File: src/rtl/agc_timepulse_seq.sv
// -----------------------------------------------------------------------------
// agc_timepulse_seq
//
// Timepulse sequencer for the NOR-gate datapath. The master clock is divided
// into memory cycle times (MCTs); each MCT walks NPULSE one-hot timepulses
// (T01..Tnn), and each timepulse lasts PHASES clocks. The sequencer supports
// continuous running, halting at an MCT boundary, single-MCT stepping from
// halt, and a GOJAM restart of the current MCT.
//
// Ports:
//   clk        in   system clock (only clock)
//   rst_n      in   synchronous active-low reset
//   start      in   level: request continuous running (IDLE/HALT -> RUN)
//   stop       in   request halt at the end of the current MCT
//   step       in   from HALT, run exactly one MCT then halt again
//   gojam      in   restart the running MCT at T01, phase 0
//   tp         out  one-hot timepulse, bit 0 = T01; all-zero while halted
//   phase      out  sub-phase index within the current timepulse
//   mct_end    out  high in the final clock of the final timepulse
//   halted     out  sequencer idle or halted
//   mct_count  out  completed MCTs, wraps modulo 2^CW
//
// All outputs come straight from registers.
// -----------------------------------------------------------------------------
module agc_timepulse_seq #(
    parameter int NPULSE = 12,  // 2..16
    parameter int PHASES = 2,   // 1..8
    parameter int CW     = 16
) (
    input  logic              clk,
    input  logic              rst_n,
    input  logic              start,
    input  logic              stop,
    input  logic              step,
    input  logic              gojam,
    output logic [NPULSE-1:0] tp,
    output logic [2:0]        phase,
    output logic              mct_end,
    output logic              halted,
    output logic [CW-1:0]     mct_count
);

    typedef enum logic [1:0] {
        ST_IDLE = 2'd0,
        ST_RUN  = 2'd1,
        ST_HALT = 2'd2
    } state_e;

    localparam logic [2:0]        PH_LAST = 3'(PHASES - 1);
    localparam logic [NPULSE-1:0] TP_T01  = NPULSE'(1);

    state_e              state_q,     state_d;
    logic [NPULSE-1:0]   tp_q,        tp_d;
    logic [2:0]          phase_q,     phase_d;
    logic                mct_end_q,   mct_end_d;
    logic                halted_q,    halted_d;
    logic [CW-1:0]       count_q,     count_d;
    logic                stop_pend_q, stop_pend_d;
    logic                step_mode_q, step_mode_d;

    logic                last_phase;
    logic                at_boundary;

    assign last_phase  = (phase_q == PH_LAST);
    assign at_boundary = tp_q[NPULSE-1] && last_phase;

    // -------------------------------------------------------------------------
    // Next-state and registered-output logic
    // -------------------------------------------------------------------------
    always_comb begin
        // NOTE: every signal gets its hold value first so no path can leave
        // it unassigned, which would otherwise infer a latch.
        state_d     = state_q;
        tp_d        = tp_q;
        phase_d     = phase_q;
        count_d     = count_q;
        stop_pend_d = stop_pend_q;
        step_mode_d = step_mode_q;

        unique case (state_q)
            ST_IDLE: begin
                if (start) begin
                    state_d     = ST_RUN;
                    tp_d        = TP_T01;
                    phase_d     = 3'd0;
                    step_mode_d = 1'b0;
                end
            end

            ST_HALT: begin
                // start beats step when both are sampled together.
                if (start) begin
                    state_d     = ST_RUN;
                    tp_d        = TP_T01;
                    phase_d     = 3'd0;
                    step_mode_d = 1'b0;
                end else if (step) begin
                    state_d     = ST_RUN;
                    tp_d        = TP_T01;
                    phase_d     = 3'd0;
                    step_mode_d = 1'b1;
                end
            end

            ST_RUN: begin
                // A stop request is remembered until the next boundary.
                if (stop) begin
                    stop_pend_d = 1'b1;
                end

                if (gojam) begin
                    // Abort this MCT without counting it; pending halt and
                    // step mode carry over to the restarted MCT.
                    tp_d    = TP_T01;
                    phase_d = 3'd0;
                end else if (at_boundary) begin
                    count_d = count_q + CW'(1);
                    if (stop_pend_q || stop || step_mode_q) begin
                        state_d     = ST_HALT;
                        tp_d        = '0;
                        phase_d     = 3'd0;
                        stop_pend_d = 1'b0;
                        step_mode_d = 1'b0;
                    end else begin
                        tp_d    = TP_T01;
                        phase_d = 3'd0;
                    end
                end else if (last_phase) begin
                    // Never reaches the top bit here: that case is the boundary.
                    tp_d    = tp_q << 1;
                    phase_d = 3'd0;
                end else begin
                    phase_d = phase_q + 3'd1;
                end
            end

            default: begin
                state_d     = ST_IDLE;
                tp_d        = '0;
                phase_d     = 3'd0;
                stop_pend_d = 1'b0;
                step_mode_d = 1'b0;
            end
        endcase

        // Flags derived from the next state so they line up with tp/phase.
        halted_d  = (state_d != ST_RUN);
        mct_end_d = (state_d == ST_RUN) && tp_d[NPULSE-1] && (phase_d == PH_LAST);
    end

    // -------------------------------------------------------------------------
    // State registers
    // -------------------------------------------------------------------------
    always_ff @(posedge clk) begin
        // NOTE: non-blocking assignments so every register samples the values
        // from before this edge, independent of statement order.
        if (!rst_n) begin
            state_q     <= ST_IDLE;
            tp_q        <= '0;
            phase_q     <= 3'd0;
            mct_end_q   <= 1'b0;
            halted_q    <= 1'b1;
            count_q     <= '0;
            stop_pend_q <= 1'b0;
            step_mode_q <= 1'b0;
        end else begin
            state_q     <= state_d;
            tp_q        <= tp_d;
            phase_q     <= phase_d;
            mct_end_q   <= mct_end_d;
            halted_q    <= halted_d;
            count_q     <= count_d;
            stop_pend_q <= stop_pend_d;
            step_mode_q <= step_mode_d;
        end
    end

    assign tp        = tp_q;
    assign phase     = phase_q;
    assign mct_end   = mct_end_q;
    assign halted    = halted_q;
    assign mct_count = count_q;

endmodule

File: config.mk
export PLATFORM = sky130hd
export DESIGN_NAME = agc_timepulse_seq
export DESIGN_NICKNAME = d
export VERILOG_FILES = /design/src/rtl/agc_timepulse_seq.sv
export SDC_FILE = /design/constraint.sdc
export NUM_CORES = 1
export LEC_CHECK = 0
export ABC_AREA = 1
export BUFFER_PORTS_ARGS = -buffer_cell sky130_fd_sc_hd__buf_2
export CORE_MARGIN = 2
export CORE_UTILIZATION = 48
export CTS_CLUSTER_DIAMETER = 40
export DETAILED_ROUTE_END_ITERATION = 8
export HOLD_SLACK_MARGIN = 0.1
export PLACE_DENSITY = 0.74
export SYNTH_ARGS = -nofsm -noshare
export SYNTH_HDL_FRONTEND = slang
export SYNTH_SLANG_ARGS = --single-unit
File: constraint.sdc
create_clock -name clk -period 1.2 [get_ports clk]
set_input_delay 0.3 -clock clk [delete_from_list [all_inputs] [get_ports clk]]
set_output_delay 0.3 -clock clk [all_outputs]
set_load 0.02 [all_outputs]
== Word level (Yosys, flattened, before mapping) ==
Index checks and enable logic that the tools add are counted.
Word-level totals
  bits of input ports: 6
  word-level logic and storage cells: 68
  register bits: 37
  output and inout bits: 33
Operators by class
  reductions and logical operators: 10
  bitwise operators: 1
  eq/ne operators: 12
  add/subtract/negate cells: 2
  mux-type cells: 34
Operators with widths (number)
  $mux 12: 6
  $pmux 12 s3: 1
  $mux 3: 6
  $add 16x1->16 const B: 1
  $mux 2: 6
  $mux 1: 11
  $pmux 3 s3: 1
  $ne 2x2->1 const B: 4
  $eq 3x1->1 const B: 2
  $pmux 2 s3: 1
  $reduce_and 3->1: 2
  $reduce_and 5->1: 1
  $eq 2x1->1 const B: 2
  $ne 4x4->1 const B: 1
  $add 3x1->3 const B: 1
  $logic_and 1x1->1: 3
  $ne 3x3->1 const B: 1
  $pmux 1 s3: 1
  $eq 2x2->1 const B: 1
  $logic_not 2->1: 1
  $logic_or 1x1->1: 2
  $ne 2x1->1 const B: 1
  $pmux 1 s2: 1
  $reduce_or 2->1: 1
  $not 1->1: 1

== Depth between registers and ports, before layout ==
  depth in word-level cells: 9
  gate-level depth with buffers: 10

== Worst setup path after synthesis ==
No wires, ideal clock.
  path type: reg-to-reg
  start point: reg count_q[1] (netlist: mct_count[1])
  end point: reg count_q[10] (netlist: mct_count[10])
  data required time: 1.087 ns
  path slack: -0.336 ns
  clock period less this slack: 1.536 ns
  stages on the path, launching flop included: 9
  arrival: 1.422 ns
  cells stage by stage: dfxtp_1 > ha_1 > nand3_1 > nor2_1 > nand2_1 > nor3_1 > nand2_1 > nand2_1 > nor2_1
On the way
  cells in the longest elaborated chain, start to end: 1
Ends and longest elaborated chain
  from (decl): RTL line 57  | logic [CW-1:0] count_q, count_d;
  from (signal assigned): RTL line 172  | count_q <= count_d;
  $add 16x1->16: RTL line 117  | count_d = count_q + CW'(1);
No other way between the ends.
A chain may end at the register's enable or synchronous reset.

== Worst setup path in the final report ==
  start point: reg phase_q[2] (netlist: phase[2])
  end point: out phase[2]
RTL lines
  from (decl): RTL line 54  | logic [2:0] phase_q, phase_d;
  from (signal assigned): RTL line 169  | phase_q <= phase_d;
  to (decl): RTL line 37  | output logic [2:0] phase,
No word-level cell between the ends.

==> flow_summary.yaml <==
outcome:
  status: "complete, but fails checks"
  violations: "negative setup slack"
floorplanning:
  die_area_sq_mm: 0.00431
  coreArea_sq_mm: 0.00366
  die_h_um: 65.7
  start_util_pct: 49.9
  num_io_pins: 39
  die_x_um: 65.7
  std_cell_rows: 22
sta:
  worst_pin_slew_ns: 0.227
  clock.fmax_mhz: 763
  timing.slew.headroom_pct: 84.7
  drv_slew: 0
  finalCritPeriodShare_pct: 109
  setup_viol: 32
  setup_ws_ns: -0.111
  rsz0062_at_grt: "true"
  clock_skew_ns: 0.00598
  period_minus_slack_ns: 1.31
  finalHoldViolations: 0
  final.setup.tns_ns: -1.64
placed_design:
  port_buffers: 38
  detailed_place_hpwl_mm: 3.35
  gp_congestion: 0.794
  place_inst: 390
  pre_cts_ws_ns: -0.127
grt:
  grt_pass1_vias: 1946
  track_usage_pct: 26.0
  use_met1_pct: 30.1
  grt_pass1_wl_mm: 8.59
  grt-busiest-layer: "met2"
  grt_overflow: 0
  use_met3_pct: 5.31
  grt_max_degree: 15
  antenna_found_initial: 0
  globalRouteMet2Util_pct: 47.0
route:
  wire_per_inst_um: 13.4
  ant_nets: 0
  remaining_drc_errors: 0
  vias: 2148
  drt_iter0_drc: 131
  vias_per_cell: 5.25
  totalWireLength_mm: 5.49
  drtPass1Iterations: 5
pwr:
  swShare_pct: 28.4
  ir_drop_uv: 734
  power_frac_seq_pct: 50.4
  power.switching_mw: 0.707
  clock_power_share_pct: 35.3
  leakagePower_nw: 1.28
  p_int_mw: 1.78
  combPwrFrac_pct: 14.2
  totalPowerFinal_mw: 2.49
  p_per_area_mw_per_mm2: 841
clock_tree:
  cts_tree: "built"
  cts_sinks: 37
  clk_latency_ns: 0.30
  cts.clk_slew.worst_paths_ns: 0.08
  cts_root_buffer: "clkbuf_8"
  cts_hold_buf: 0
  clockBufferDepth: 2
  htree_levels: 2
  cts_made_buffers: 5
synth:
  ys_async_sr_fraction_pct: 0
  ys_types: 28
  syn-cell-area_sq_mm: 0.00183
  synth_top_area_share_pct: 40.6
  synth-seq-cells: 37
  yosys.area.top_type: "dfxtp_1"
  synth_most_common_cell: "nand2_1"
  synth_top_cells_by_area: "dfxtp_1 41%, nand2_1 16%, a21oi_1 7.4%"
  seq_area_frac_synth_pct: 40.6
  synth_edf_count: 0
  syn_area_per_cell_sq_um: 6.79
  synth_fp_nets: 276
  synthFlopType: "dfxtp_1"
  synth_cells: 269
  synthTopCellsByCount: "78 x nand2_1, 37 x dfxtp_1, 34 x nor2_1, 27 x a21oi_1, 23 x nand3_1"
  synth_warnings: 0
finish:
  syn_to_final_growth_pct: 62.3
  layout-drive-gt1-share_pct: 51.8
  num-fill-cells: 244
  stdcell_count: 409
  layout.nets: 367
  n_antenna_cell: 0
  seq_area_sq_um: 793
  multi_input_area_sq_mm: 0.00120
hold_path:
  hold_depth: 3
  hold_path.class: "input pin to register"
critical_path:
  crit_chain: "buf_6 -> buf_6 -> buf_6"
  r2r_cells: 9
  crit_path_max_incr_delay_ns: 0.37
  cp.arrival_ns: 1.01
  path_buf_inv: 3
  crit_top_cell: "buf_6"
  path_max_fanout: 3
  worstSetupPathType: "register to primary output"
  cp_slowest_cell: "dfxtp_4"
  crit_family: "flip-flops"
  start_kind: "register"
  path_depth: 3
  cp.required_ns: 0.90
  end_kind: "primary output"
flow_run:
  cap_violations: 0
## sequential cells by signal, summed over array words and instances, names as in the netlist
name and count:
mct_count 16, tp 12, halted 1, step_mode_q 1
stop_pend_q 1, state_q 2, mct_end 1, phase 3
## cell type report
class | count | share of cell area [%]
clock inverters | 3 | 0.591
repair buffers | 90 | 24.2
clock buffers | 5 | 2.32
inverters | 26 | 3.67
well taps | 48 | 2.03
multi-input cells | 200 | 40.5
flip-flops and latches | 37 | 26.8
## final timing paths
path / start / endpoint / slack, ns
setup / recovery: phase[2] / phase[2] / -0.11
hold / removal: step / state_q[1] / 0.28
setup reg to reg: phase[1] / mct_count[3] / -0.10
hold reg to reg: stop_pend_q / stop_pend_q / 0.46
## worst reg2reg max path: stages (launching register included)
cell and delay [ns]:
dfxtp_4 0.35, inv_4 0.07, nand2_4 0.05, nor2_4 0.12, nand2_2 0.08, nor2_4 0.12
buf_12 0.13, nand2_1 0.09, o21ai_2 0.13, a21oi_1 0.05
## stage by stage
stage,cell area (sq um),util (%),hold WS (ns)
after floorplan,1910,-,0.435
after global placement,2450,66.9,0.444
after detailed placement,2450,66.9,0.453
after CTS,2750,75.0,0.272
after global routing,2960,80.9,0.284
final,2960,80.9,0.282
## routing by layer
layer	vias to the layer above	routed length [um]
met3	8	270
li1	1044	-
met2	77	2980
met4	0	93
met5	-	0
met1	1019	2150
## power groups by stage
stage / logic (mW) / clock network (mW) / registers (mW)
2_1_floorplan: 0.155 / 0 / 1.31
3_3_place_gp: 0.304 / 0 / 1.29
3_5_place_dp: 0.307 / 0 / 1.29
4_1_cts: 0.326 / 0.883 / 1.26
5_1_grt: 0.388 / 0.935 / 1.26
6_report: 0.355 / 0.880 / 1.26
## cells by family after synthesis
| family | share of synthesized area, % |
|---|---|
| AO/OA/AOI/OAI | 10.8 |
| XOR/XNOR | 1.92 |
| adder cells (fa/ha/maj) | 0.685 |
| buffers and inverters | 7.61 |
| flip-flops | 40.6 |
| AND/OR/NAND/NOR | 38.4 |
## cells in the final DEF, fill, tap and decap left out, types with 6 or more instances in the layout
cell,n
nor2_1,24
buf_2,30
buf_4,35
dfxtp_4,10
nand3_1,18
nand2_4,6
dfxtp_2,12
nor2_2,9
nand2_2,16
inv_1,19
nor2_4,9
nand2_1,59
a21oi_1,22
dfxtp_1,15
buf_6,22
## repair_timing
| item | 4_1_cts | 5_1_grt |
|---|---|---|
| setup buffers | 4 | 9 |
| setup endpoints to repair | 38 | 45 |
| pin swaps | 15 | 26 |
| gates cloned | 1 | 0 |
| gates resized for setup | 43 | 61 |
(Power assumes the default switching activity.)
